[config.mk]
export PLATFORM = sky130hd
export DESIGN_NAME = bf_io_fifo
export DESIGN_NICKNAME = d
export VERILOG_FILES = /design/src/rtl/bf_io_fifo.sv
export SDC_FILE = /design/constraint.sdc
export NUM_CORES = 1
export LEC_CHECK = 0
export CORE_MARGIN = 1.5
export CORE_UTILIZATION = 64
export DETAILED_ROUTE_END_ITERATION = 10
export PLACE_DENSITY = 0.84
export SLEW_MARGIN = 10
export SYNTH_ARGS = -nofsm -noshare
export SYNTH_HDL_FRONTEND = slang
export SYNTH_SLANG_ARGS = --single-unit
[constraint.sdc]
create_clock -name clk -period 4.03 [get_ports clk]
set_input_delay 0.806 -clock clk [delete_from_list [all_inputs] [get_ports clk]]
set_output_delay 0.806 -clock clk [all_outputs]
set_load 0.005 [all_outputs]
[src/rtl/bf_io_fifo.sv]
// Buffered character input channel feeding the brainfuck core's ',' port: circular queue
// plus a strobe FSM. Define BF_IO_FIFO_ECHO_EN to add the one-cycle-delayed echo outputs.
//
// state   | meaning
// --------+------------------------------------------------------------
// IDLE    | waiting for rd_req with a non-empty buffer
// PULSE   | rd_pulse high, rd_data holds the dequeued character
// HOLDOFF | forced gap so a late-dropping rd_req cannot take two chars

module bf_io_fifo #(
    parameter int DATA_WIDTH = 8,
    parameter int DEPTH_LOG2 = 4
) (
    input  logic                  clk,
    input  logic                  reset,
    input  logic                  wr_en,
    input  logic [DATA_WIDTH-1:0] wr_data,
    output logic                  full,
    input  logic                  rd_req,
    output logic                  rd_pulse,
    output logic [DATA_WIDTH-1:0] rd_data,
    output logic                  empty,
    output logic [DEPTH_LOG2:0]   count,
`ifdef BF_IO_FIFO_ECHO_EN
    output logic                  echo_pulse,
    output logic [DATA_WIDTH-1:0] echo_data,
`endif
    output logic                  overflow
);

    localparam int DEPTH = 1 << DEPTH_LOG2;
    localparam logic [DEPTH_LOG2:0]   FULL_CNT = (DEPTH_LOG2 + 1)'(DEPTH);
    localparam logic [DEPTH_LOG2:0]   CNT_ONE  = (DEPTH_LOG2 + 1)'(1);
    localparam logic [DEPTH_LOG2:0]   CNT_ZERO = '0;
    localparam logic [DEPTH_LOG2-1:0] PTR_ONE  = DEPTH_LOG2'(1);

    typedef enum logic [1:0] {
        S_IDLE,
        S_PULSE,
        S_HOLDOFF
    } rd_state_t;

    rd_state_t             state;
    logic [DATA_WIDTH-1:0] mem [DEPTH];
    logic [DEPTH_LOG2-1:0] wptr;
    logic [DEPTH_LOG2-1:0] rptr;
    logic [DEPTH_LOG2:0]   count_nxt;
    logic                  wr_ok;
    logic                  deq;

    // full/empty are the registered flags, so a write seen while full is dropped
    // even if a dequeue frees a slot on the same edge.
    assign wr_ok = wr_en && !full;
    assign deq   = (state == S_IDLE) && rd_req && !empty;

    always_comb begin
        count_nxt = count;
        if (wr_ok && !deq)
            count_nxt = count + CNT_ONE;
        else if (!wr_ok && deq)
            count_nxt = count - CNT_ONE;
    end

    always_ff @(posedge clk) begin
        if (!reset && wr_ok)
            mem[wptr] <= wr_data;
    end

    always_ff @(posedge clk) begin
        if (reset) begin
            wptr     <= '0;
            count    <= '0;
            full     <= 1'b0;
            empty    <= 1'b1;
            overflow <= 1'b0;
        end else begin
            count <= count_nxt;
            full  <= (count_nxt == FULL_CNT);
            empty <= (count_nxt == CNT_ZERO);
            if (wr_ok)
                wptr <= wptr + PTR_ONE;
            if (wr_en && full)
                overflow <= 1'b1;
        end
    end

    always_ff @(posedge clk) begin
        if (reset) begin
            state    <= S_IDLE;
            rptr     <= '0;
            rd_pulse <= 1'b0;
            rd_data  <= '0;
        end else begin
            case (state)
                S_IDLE: begin
                    rd_pulse <= 1'b0;
                    if (deq) begin
                        rd_data  <= mem[rptr];
                        rptr     <= rptr + PTR_ONE;
                        rd_pulse <= 1'b1;
                        state    <= S_PULSE;
                    end
                end
                S_PULSE: begin
                    rd_pulse <= 1'b0;
                    state    <= S_HOLDOFF;
                end
                S_HOLDOFF: begin
                    rd_pulse <= 1'b0;
                    state    <= S_IDLE;
                end
                default: begin
                    rd_pulse <= 1'b0;
                    state    <= S_IDLE;
                end
            endcase
        end
    end

`ifdef BF_IO_FIFO_ECHO_EN
    always_ff @(posedge clk) begin
        if (reset) begin
            echo_pulse <= 1'b0;
            echo_data  <= '0;
        end else begin
            echo_pulse <= rd_pulse;
            echo_data  <= rd_data;
        end
    end
`endif

endmodule

==> reports/results.ini, run 1 <==
[cells_and_area]
drive_gt1_share_pct=17.8
layout_commonest_cell=edfxtp_1
synthToLayoutAreaGrowth_pct=16.8
finalNonFillerCells=505
num_antenna_cells=0
fillers=476
final_cell_mix=edfxtp_1 (128), nor2_1 (42), mux4_2 (32)
nets=400

[run_status]
status=finished, final reports clean

[detailed_routing]
drt_first_pass_iters=7
routed_wl_mm=12.8
via_per_inst=6.68
wl_per_cell_um=25.3
postRouteAntennaNets=0
remaining_drc_errors=0
vias=3372
drt-initial-drc-count=425

[timing]
timing_hold_violations_final=0
layout_min_cycle_time_ns=2.67
setup_tns_ns=0
period_share_pct=66.4
finalSetupViolCount=0
relSlewSlack_pct=29.6
worst_slack_ns=1.36
hold_ws_ns=0.489
worst_slew_pin_slew_ns=1.05
fmax_mhz=374
rsz0062_at_grt=no
slew_viol_final=0
skew_ns=0.00910

[clock_tree]
cts_buffers=17
cts_root_buf=clkbuf_8
cts_tree=yes
clock_latency_ns=0.52
clk_pin_slew_worst_paths_ns=0.06
holdBufCountCts=0
cts_buffer_depth=2
post_cts_buffers=0
cts_resized=0
cts.sinks=155
htree_levels=4

[pwr]
power.density_nw_per_um2=568
switchingPower_mw=0.907
ir_drop_uv=398
p_clk_share_pct=41.7
internal-power_mw=3.09
p_comb_share_pct=12.6
switching_share_pct=22.7
p_seq_share_pct=45.7
p_leak_nw=2.28

[floorplan]
dieWidth_um=100
core_sq_um=9200
io_pins=29
die-area_sq_um=10000
initial_utilization_pct=65.5
die_h_um=100
num_rows=35

[critical_path]
r2r_cells=6
rrSetupSlack_ns=1.46
critPathCaptureType=register
crit_end=mem[13][0]$_DFFE_PP_
startpoint_type=input port
crit_start=wr_en
critical_path_required_ns=4.18
cp.arrival_ns=2.82
r2r-end=rd_data[6]$_SDFFE_PP0P_
crit-reg2reg-launch=rptr[1]$_SDFFE_PP0P_
crit_fanout=8
crit_type=in -> reg

[placement]
place_congestion=0.869
dpl.hpwl_mm=7.50
place_ws_ns=0.943
io_buffers=28
place_inst=473

[grt]
grt-ovfl-total=0
grt_pass1_vias=3417
grt_pass1_wl_mm=19.5
grt_start_max_net_pins=36
antenna_found_initial=0
grt_util_all_layers_pct=27.8

[synthesis]
syn_area_per_cell_sq_um=17.4
syn_area_sq_um=6020
yosysSeqAreaShare_pct=72.8
synth.distinct_cells=35
syn_inst=347
ys_ff_latch=155
synth_top_area_share_pct=63.8
synth_area_leader_cell=edfxtp_1
syn_nets=366
yosysWarnings=0
ys_top_cells_by_area=edfxtp_1 (64%), mux4_2 (12%), dfxtp_1 (9.0%), nor2_1 (2.6%), a22oi_1 (2.1%)

[flow_run]
drv_cap=0

[min_path]
worstHoldPathType=reg -> reg

==> worst max-delay path, stage by stage <==
cell and delay (ns):
clkdlybuf4s50_1 0.50, nor2b_1 0.47, nand2_1 0.29, nor2_1 0.75
==> flip-flops by register name, indices dropped and copies added (netlist names) <==
register  cells
empty         1
rptr          4
rd_pulse      1
rd_data       8
wptr          4
count         5
full          1
overflow      1
mem         128
state         2
==> metal layers <==
metal  GRT usage, %  part of all wire [%]  routed length (um)
met1           36.3                    38                4890
met5              0                     0                   0
met4           11.4                   2.9                 376
met3           9.75                   9.8                1250
met2           43.3                    49                6280
==> power groups by stage <==
stage / Clock, mW / Sequential (mW) / Combinational [mW]
after floorplan: 0 / 1.85 / 0.328
after global placement: 0 / 1.85 / 0.477
after detailed placement: 0 / 1.86 / 0.489
after CTS: 1.67 / 1.83 / 0.502
after global routing: 1.74 / 1.83 / 0.542
final: 1.67 / 1.83 / 0.504
==> synth_stat cells <==
master	instances
edfxtp_1	128
nor2_1	42
mux4_2	32
dfxtp_1	27
a21oi_1	19
a22oi_1	17
clkbuf_1	11
nand2_1	11
ha_1	7
xor2_1	6
buf_2	5
inv_1	5
nand3_1	5
nor2b_1	4
xnor2_1	4
and2_1	3
buf_1	2
nand4_1	2
a211oi_1	1
a21o_1	1
a221o_1	1
a311oi_1	1
a32oi_1	1
a41o_1	1
and3_4	1
and4bb_1	1
nand2b_1	1
nand3b_1	1
nor3_1	1
nor3b_1	1
nor4_1	1
nor4b_2	1
o21ai_0	1
or3_1	1
or4b_1	1
==> worst min-delay path by stage <==
stage | slack (ns) | startpoint | depth (start not counted) | to
after detailed placement | 0.48 | state[1]$_SDFFE_PP0P_ | 1 | state[1]$_SDFFE_PP0P_
after global routing | 0.51 | state[1]$_SDFFE_PP0P_ | 1 | state[1]$_SDFFE_PP0P_
after floorplan | 0.43 | state[1]$_SDFFE_PP0P_ | 1 | state[1]$_SDFFE_PP0P_
after global placement | 0.45 | state[1]$_SDFFE_PP0P_ | 1 | state[1]$_SDFFE_PP0P_
final | 0.49 | overflow$_SDFFE_PP0P_ | 2 | overflow$_SDFFE_PP0P_
after CTS | 0.49 | state[1]$_SDFFE_PP0P_ | 1 | state[1]$_SDFFE_PP0P_
==> area by class of cell <==
cell class	instances	area [sq um]	area share (%)
inverters	5	18.8	0.267
well taps	111	139	1.98
repair buffers	33	318	4.52
clock inverters	10	164	2.33
multi-input cells	169	1540	22.0
flip-flops and latches	155	4390	62.4
clock buffers	22	463	6.58
==> logic make-up after synthesis <==
group / Yosys count / share of synthesized area [%]
AOI/OAI and AO/OA: 43 / 4.66
xor gates and xnor gates: 10 / 1.45
adders and majority gates: 7 / 1.45
buffers and inverters: 23 / 1.54
DFF: 155 / 72.8
muxes: 32 / 12.0
and+or+nand+nor: 77 / 6.11
==> metrics by stage <==
| step | total power, mW | area [sq um] | util (%) |
|---|---|---|---|
| after detailed placement | 2.35 | 6400 | 69.6 |
| final | 4.00 | 7030 | 76.5 |
| after CTS | 4.00 | 7030 | 76.5 |
| after floorplan | 2.18 | 6020 | - |
| after global placement | 2.33 | 6400 | 69.6 |
| after global routing | 4.12 | 7030 | 76.5 |
(Power assumes the default switching activity.)
==> run 2: changes to the inputs <==
Settings changed: CORE_UTILIZATION 64 to 59, PLACE_DENSITY 0.84 to 0.78.
Clock period 4.03 ns to 2.55 ns, I/O delays scaled along.
==> run 2 against run 1 <==
Hold slack lost 0.024 ns. Utilization fell by 3.2 points. First-iteration DRC count fell by 23%. Non-clock buffer count is 18 higher. Sequential share of layout area decreased by 1.4 points. Critical path type is now reg -> reg. Largest cell class unchanged. Clock skew fell by 0.0026 ns.
==> reports/results.ini, run 2 (synthesized netlist as in run 1, its figures left out) <==
[floorplan]
die_h_um=104  ; was 100 um
initial_utilization_pct=61.3  ; was 65.5%
num_rows=36  ; was 35
io_pins=29  ; unchanged
dieWidth_um=104  ; was 100 um
core_sq_um=9820  ; was 9200 sq um
die-area_sq_um=10800  ; was 10000 sq um

[clock_tree]
cts_resized=0  ; unchanged
cts_root_buf=clkbuf_8  ; unchanged
cts_buffer_depth=2  ; unchanged
holdBufCountCts=0  ; unchanged
post_cts_buffers=0  ; unchanged
htree_levels=4  ; unchanged
cts_tree=yes  ; unchanged
cts_buffers=17  ; unchanged
clk_pin_slew_worst_paths_ns=0.07  ; was 0.06 ns
cts.sinks=155  ; unchanged
clock_latency_ns=0.52  ; about the same

[detailed_routing]
drt_first_pass_iters=5  ; was 7
drt-initial-drc-count=329  ; was 425
wl_per_cell_um=22.9  ; was 25.3 um
remaining_drc_errors=0  ; unchanged
routed_wl_mm=12.5  ; was 12.8 mm
vias=3341  ; was 3,372
postRouteAntennaNets=0  ; unchanged
via_per_inst=6.13  ; was 6.68

[critical_path]
crit-reg2reg-launch=rptr[0]$_SDFFE_PP0P_  ; was rptr[1]$_SDFFE_PP0P_
critPathTopFamily=compound AO/OA/AOI/OAI gates  ; was simple AND/OR/NAND/NOR gates
r2r_cells=6  ; unchanged
r2r-end=rd_data[0]$_SDFFE_PP0P_  ; was rd_data[6]$_SDFFE_PP0P_
crit_start=rptr[0]$_SDFFE_PP0P_  ; was wr_en
cpMostUsedCell=a21oi_1
critPathCaptureType=register  ; unchanged
rrSetupSlack_ns=0.48  ; was 1.46 ns
cp_slowest_stage_delay_ns=0.57  ; was 0.75 ns
slowest_stage=mux4_2  ; was nor2_1
cp_cell_sequence=buf_12, mux4_2, a22oi_1, a21oi_1, a21oi_1, nor2_1  ; was clkdlybuf4s50_1, nor2b_1, nand2_1, nor2_1
critPathBufInv=1  ; unchanged
worst-path-stages=6  ; was 4
cp.arrival_ns=2.48  ; was 2.82 ns
crit_fanout=35  ; was 8
startpoint_type=register  ; was input port
crit_end=rd_data[0]$_SDFFE_PP0P_  ; was mem[13][0]$_DFFE_PP_
critical_path_required_ns=2.96  ; was 4.18 ns
crit_type=reg -> reg  ; was in -> reg

[grt]
grt_start_max_net_pins=36  ; unchanged
grt-ovfl-total=0  ; unchanged
antenna_found_initial=0  ; unchanged
grt_util_all_layers_pct=25.1  ; was 27.8%
grt_pass1_wl_mm=19.4  ; was 19.5 mm
grt_pass1_vias=3391  ; was 3,417

[run_status]
status=finished, final reports clean  ; unchanged

[timing]
skew_ns=0.00655  ; was 0.00910 ns
layout_min_cycle_time_ns=2.07
setup_tns_ns=0  ; unchanged
worst_slew_pin_slew_ns=0.744  ; was 1.05 ns
finalSetupViolCount=0  ; unchanged
rsz0062_at_grt=no  ; unchanged
relSlewSlack_pct=50.3  ; was 29.6%
timing_hold_violations_final=0  ; unchanged
period_share_pct=81.2
slew_viol_final=0  ; unchanged
fmax_mhz=483

[placement]
io_buffers=28  ; unchanged
place_congestion=0.822  ; was 0.869
placed_area_sq_um=6610  ; was 6400 sq um
dpl.hpwl_mm=7.56  ; was 7.50 mm

[cells_and_area]
fin_util_pct=73.3  ; was 76.5%
fin_area_sq_um=7190  ; was 7030 sq um
largest_register=mem  ; unchanged
final_cell_mix=edfxtp_1 (128), nor2_1 (42), mux4_2 (32)  ; unchanged
synthToLayoutAreaGrowth_pct=19.5  ; was 16.8%
drive_gt1_share_pct=21.8  ; was 17.8%
nets=418  ; was 400
num_antenna_cells=0  ; unchanged
layout_commonest_cell=edfxtp_1  ; unchanged
reg_top3=mem (128), rd_data (8), count (5)  ; unchanged
largest_reg_flops=128  ; unchanged

[pwr]
power.density_nw_per_um2=852  ; was 568 nW/um^2
ir_drop_uv=515  ; was 398 uV
p_leak_nw=2.38  ; was 2.28 nW

[flow_run]
drv_cap=0  ; unchanged

[min_path]
worstHoldPathType=reg -> reg  ; unchanged

[run 2: cell types whose count changed in the layout (fill, tap and decap cells not counted), sizes merged]
| cell | previous run | this run |
|---|---|---|
| inv | 6 | 7 |
| bufinv | 4 | 0 |
| buf | 5 | 23 |
| clkinv | 4 | 6 |
| clkbuf | 22 | 24 |
| clkinvlp | 1 | 0 |
[run 2: stage by stage]
step / power, mW / cells / setup slack (ns) / hold WS (ns)
after floorplan: 3.44 / 347 / 0.510 / 0.434
after global placement: 3.71 / 513 / 0.0952 / 0.455
after detailed placement: 3.75 / 513 / 0.0283 / 0.459
after CTS: 6.16 / 545 / 0.475 / 0.469
after global routing: 6.34 / 545 / 0.377 / 0.495
final: 6.13 / 545 / 0.479 / 0.465
[run 2: how the worst min path moves through the flow]
| stage | cells after the start | startpoint | end |
|---|---|---|---|
| floorplan | 1 | state[1]$_SDFFE_PP0P_ | state[1]$_SDFFE_PP0P_ |
| global placement | 2 | overflow$_SDFFE_PP0P_ | overflow$_SDFFE_PP0P_ |
| detailed placement | 1 | state[1]$_SDFFE_PP0P_ | state[1]$_SDFFE_PP0P_ |
| CTS | 1 | state[1]$_SDFFE_PP0P_ | state[1]$_SDFFE_PP0P_ |
| global route | 1 | state[1]$_SDFFE_PP0P_ | state[1]$_SDFFE_PP0P_ |
| finish | 1 | state[1]$_SDFFE_PP0P_ | state[1]$_SDFFE_PP0P_ |
[run 2: where the power goes]
| part | switching [mW] | internal (mW) | total, mW |
|---|---|---|---|
| combinational | 0.411 | 0.416 | 0.826 |
| sequential | 0.0658 | 2.82 | 2.88 |
| clock | 0.959 | 1.46 | 2.42 |
[run 2: cell type report]
class | count | area [sq um]
inverters | 5 | 18.8
flip-flops and latches | 155 | 4390
clock inverters | 8 | 50.0
well taps | 133 | 166
multi-input cells | 169 | 1540
fillers | 608 | 2630
repair buffers | 51 | 490
clock buffers | 24 | 538
[run 2: layer usage]
metal | GRT usage (%) | share of wire, %
met5 | 0 | 0
met4 | 11.6 | 3.6
met3 | 7.89 | 9.2
met2 | 38.8 | 49
met1 | 32.9 | 38
[run 2: worst reg2reg max path: stages (launching register included)]
cell and delay, ns:
dfxtp_2 0.34, buf_12 0.27, mux4_2 0.60, a22oi_1 0.35, a21oi_1 0.16, a21oi_1 0.18, nor2_1 0.07
==> run 3: changes to the inputs <==
Settings changed: CORE_UTILIZATION 59 to 54, PLACE_DENSITY 0.78 to 0.75.
Clock period 2.55 ns to 1.85 ns, I/O delays scaled along.
==> run 3 against run 2 <==
Setup slack lost 0.47 ns. Combinational power rose by 63%. Cell count is 6.1% higher. Largest power group unchanged.
==> reports/results.ini, run 3 (synthesized netlist as in run 1, its figures left out) <==
[run_status]
status=finished, final reports clean  ; unchanged

[cells_and_area]
seq_area_sq_um=4400  ; was 4390 sq um
largest_register=mem  ; unchanged
layout_commonest_cell=edfxtp_1  ; unchanged
reg_top3=mem (128), rd_data (8), count (5)  ; unchanged
fillers=680  ; was 608
largest_reg_flops=128  ; unchanged
fin_util_pct=70.9  ; was 73.3%
nets=445  ; was 418
drive_gt1_share_pct=34.7  ; was 21.8%
fin_area_sq_um=7690  ; was 7190 sq um
synthToLayoutAreaGrowth_pct=27.7  ; was 19.5%
final_cell_mix=edfxtp_1 (128), buf_4 (36), mux4_2 (32)  ; was edfxtp_1 (128), nor2_1 (42), mux4_2 (32)
num_antenna_cells=0  ; unchanged
multi_input_area_sq_um=1680  ; was 1540 sq um

[grt]
antenna_found_initial=0  ; unchanged
grt-ovfl-total=0  ; unchanged
grt_start_max_net_pins=25  ; was 36
grt_pass1_wl_mm=19.6  ; was 19.4 mm
grt_pass1_vias=3446  ; was 3,391
grt_util_all_layers_pct=24.1  ; was 25.1%

[pwr]
ir_drop_uv=1090  ; was 515 uV
internal-power_mw=6.71  ; was 4.69 mW
p_leak_nw=2.56  ; was 2.38 nW
switchingPower_mw=2.13  ; was 1.44 mW
p_comb_share_pct=15.2  ; was 13.5%
p_total_mw=8.84  ; was 6.13 mW
switching_share_pct=24.1  ; was 23.4%
p_seq_share_pct=45.2  ; was 47.1%
power.density_nw_per_um2=1150  ; was 852 nW/um^2
p_clk_share_pct=39.6  ; was 39.4%

[detailed_routing]
drt_first_pass_iters=5  ; unchanged
via_per_inst=5.97  ; was 6.13
wl_per_cell_um=22.6  ; was 22.9 um
remaining_drc_errors=0  ; unchanged
vias=3452  ; was 3,341
drt-initial-drc-count=438  ; was 329
postRouteAntennaNets=0  ; unchanged
routed_wl_mm=13.1  ; was 12.5 mm

[clock_tree]
cts_buffer_depth=2  ; unchanged
clock_latency_ns=0.53  ; was 0.52 ns
cts.sinks=155  ; unchanged
cts_tree=yes  ; unchanged
clk_pin_slew_worst_paths_ns=0.06  ; was 0.07 ns
cts_root_buf=clkbuf_8  ; unchanged
htree_levels=4  ; unchanged
cts_buffers=17  ; unchanged

[timing]
finalSetupViolCount=0  ; unchanged
skew_ns=0.0105  ; was 0.00655 ns
worst_slack_ns=0.0104  ; was 0.479 ns
relSlewSlack_pct=61.6  ; was 50.3%
period_share_pct=99.4  ; was 81.2%
layout_min_cycle_time_ns=1.84  ; was 2.07 ns
slew_viol_final=0  ; unchanged
setup_tns_ns=0  ; unchanged
timing_hold_violations_final=0  ; unchanged
rsz0062_at_grt=yes  ; was no
fmax_mhz=544  ; was 483 MHz
worst_slew_pin_slew_ns=0.574  ; was 0.744 ns

[critical_path]
crit_start=rptr[0]$_SDFFE_PP0P_  ; unchanged
cp_slowest_stage_delay_ns=0.51  ; was 0.57 ns
r2r-end=rd_data[6]$_SDFFE_PP0P_  ; was rd_data[0]$_SDFFE_PP0P_
crit_fanout=17  ; was 35
cp.arrival_ns=2.25  ; was 2.48 ns
rrSetupSlack_ns=0.01  ; was 0.48 ns
startpoint_type=register  ; unchanged
crit_type=reg -> reg  ; unchanged
crit_end=rd_data[6]$_SDFFE_PP0P_  ; was rd_data[0]$_SDFFE_PP0P_
crit-reg2reg-launch=rptr[0]$_SDFFE_PP0P_  ; unchanged
r2r_cells=7  ; was 6
cp_cell_sequence=buf_12, buf_4, mux4_2, a22oi_2, a21oi_2, a21oi_1, nor2_1  ; was buf_12, mux4_2, a22oi_1, a21oi_1, a21oi_1, nor2_1
critical_path_required_ns=2.26  ; was 2.96 ns
critPathCaptureType=register  ; unchanged
slowest_stage=mux4_2  ; unchanged

[placement]
io_buffers=28  ; unchanged
place_congestion=0.853  ; was 0.822
place_ws_ns=-0.483  ; was 0.0283 ns
placed_area_sq_um=6920  ; was 6610 sq um
dpl.hpwl_mm=8.30  ; was 7.56 mm

[floorplan]
num_rows=38  ; was 36
core_sq_um=10800  ; was 9820 sq um
io_pins=29  ; unchanged
die-area_sq_um=11800  ; was 10,800 sq um
initial_utilization_pct=55.5  ; was 61.3%
dieWidth_um=109  ; was 104 um
die_h_um=109  ; was 104 um

[flow_run]
drv_cap=0  ; unchanged

[min_path]
worstHoldPathType=reg -> reg  ; unchanged

run 3: cell types whose count changed in the layout (fill, tap and decap cells not counted), sizes merged:
| cell | previous run | this run |
|---|---|---|
| bufinv | 0 | 3 |
| clkbuf | 24 | 17 |
| clkdlybuf4s50 | 28 | 27 |
| buf | 23 | 50 |
| dlygate4sd2 | 0 | 1 |
| inv | 7 | 10 |
run 3: routing by layer:
layer,part of all wire (%),routed length [um],global-route usage [%],up-vias
met4,2.1,270,8.83,0
li1,-,-,-,1516
met2,51,6630,39.5,155
met1,41,5310,31.2,1762
met3,6.6,865,6.57,19
met5,0,0,0,-
run 3: worst min-delay path by stage:
stage	startpoint	end	slack [ns]	cells after the start
global route	overflow$_SDFFE_PP0P_	overflow$_SDFFE_PP0P_	0.52	2
CTS	overflow$_SDFFE_PP0P_	overflow$_SDFFE_PP0P_	0.50	2
floorplan	state[1]$_SDFFE_PP0P_	state[1]$_SDFFE_PP0P_	0.44	1
global placement	overflow$_SDFFE_PP0P_	overflow$_SDFFE_PP0P_	0.45	2
detailed placement	overflow$_SDFFE_PP0P_	overflow$_SDFFE_PP0P_	0.48	2
finish	overflow$_SDFFE_PP0P_	overflow$_SDFFE_PP0P_	0.50	2
run 3: timing repair:
item	in CTS	in global routing
buffers inserted	0	5
gates resized for setup	10	24
setup endpoints to repair	8	11
pin swaps	1	5
hold buffers	0	0
run 3: critical path: cells and delay by family, from the launching register on:
kind                   cells  cell delay [ns]
multiplexers               1             0.51
flip-flops                 1             0.38
AO/OA/AOI/OAI              3             0.46
buffers and inverters      2             0.30
AND/OR/NAND/NOR            1             0.05
run 3: cell type report:
class / count / area share (%)
well taps: 140 / 2.28
repair buffers: 78 / 10.6
multi-input cells: 169 / 21.9
flip-flops and latches: 155 / 57.2
clock inverters: 14 / 2.42
inverters: 5 / 0.244
clock buffers: 17 / 5.38
run 3: stage by stage:
stage | std cells | hold WS, ns
after floorplan | 347 | 0.437
after global placement | 542 | 0.453
after detailed placement | 542 | 0.478
after CTS | 573 | 0.495
after global routing | 578 | 0.517
final | 578 | 0.496
run 3: power by group through the flow:
stage	registers (mW)	logic, mW	clock network (mW)
after CTS	3.98	1.24	3.54
final	3.99	1.35	3.50
after global placement	4.04	1.19	0
after floorplan	4.02	0.734	0
after detailed placement	4.05	1.22	0
after global routing	4.00	1.46	3.68
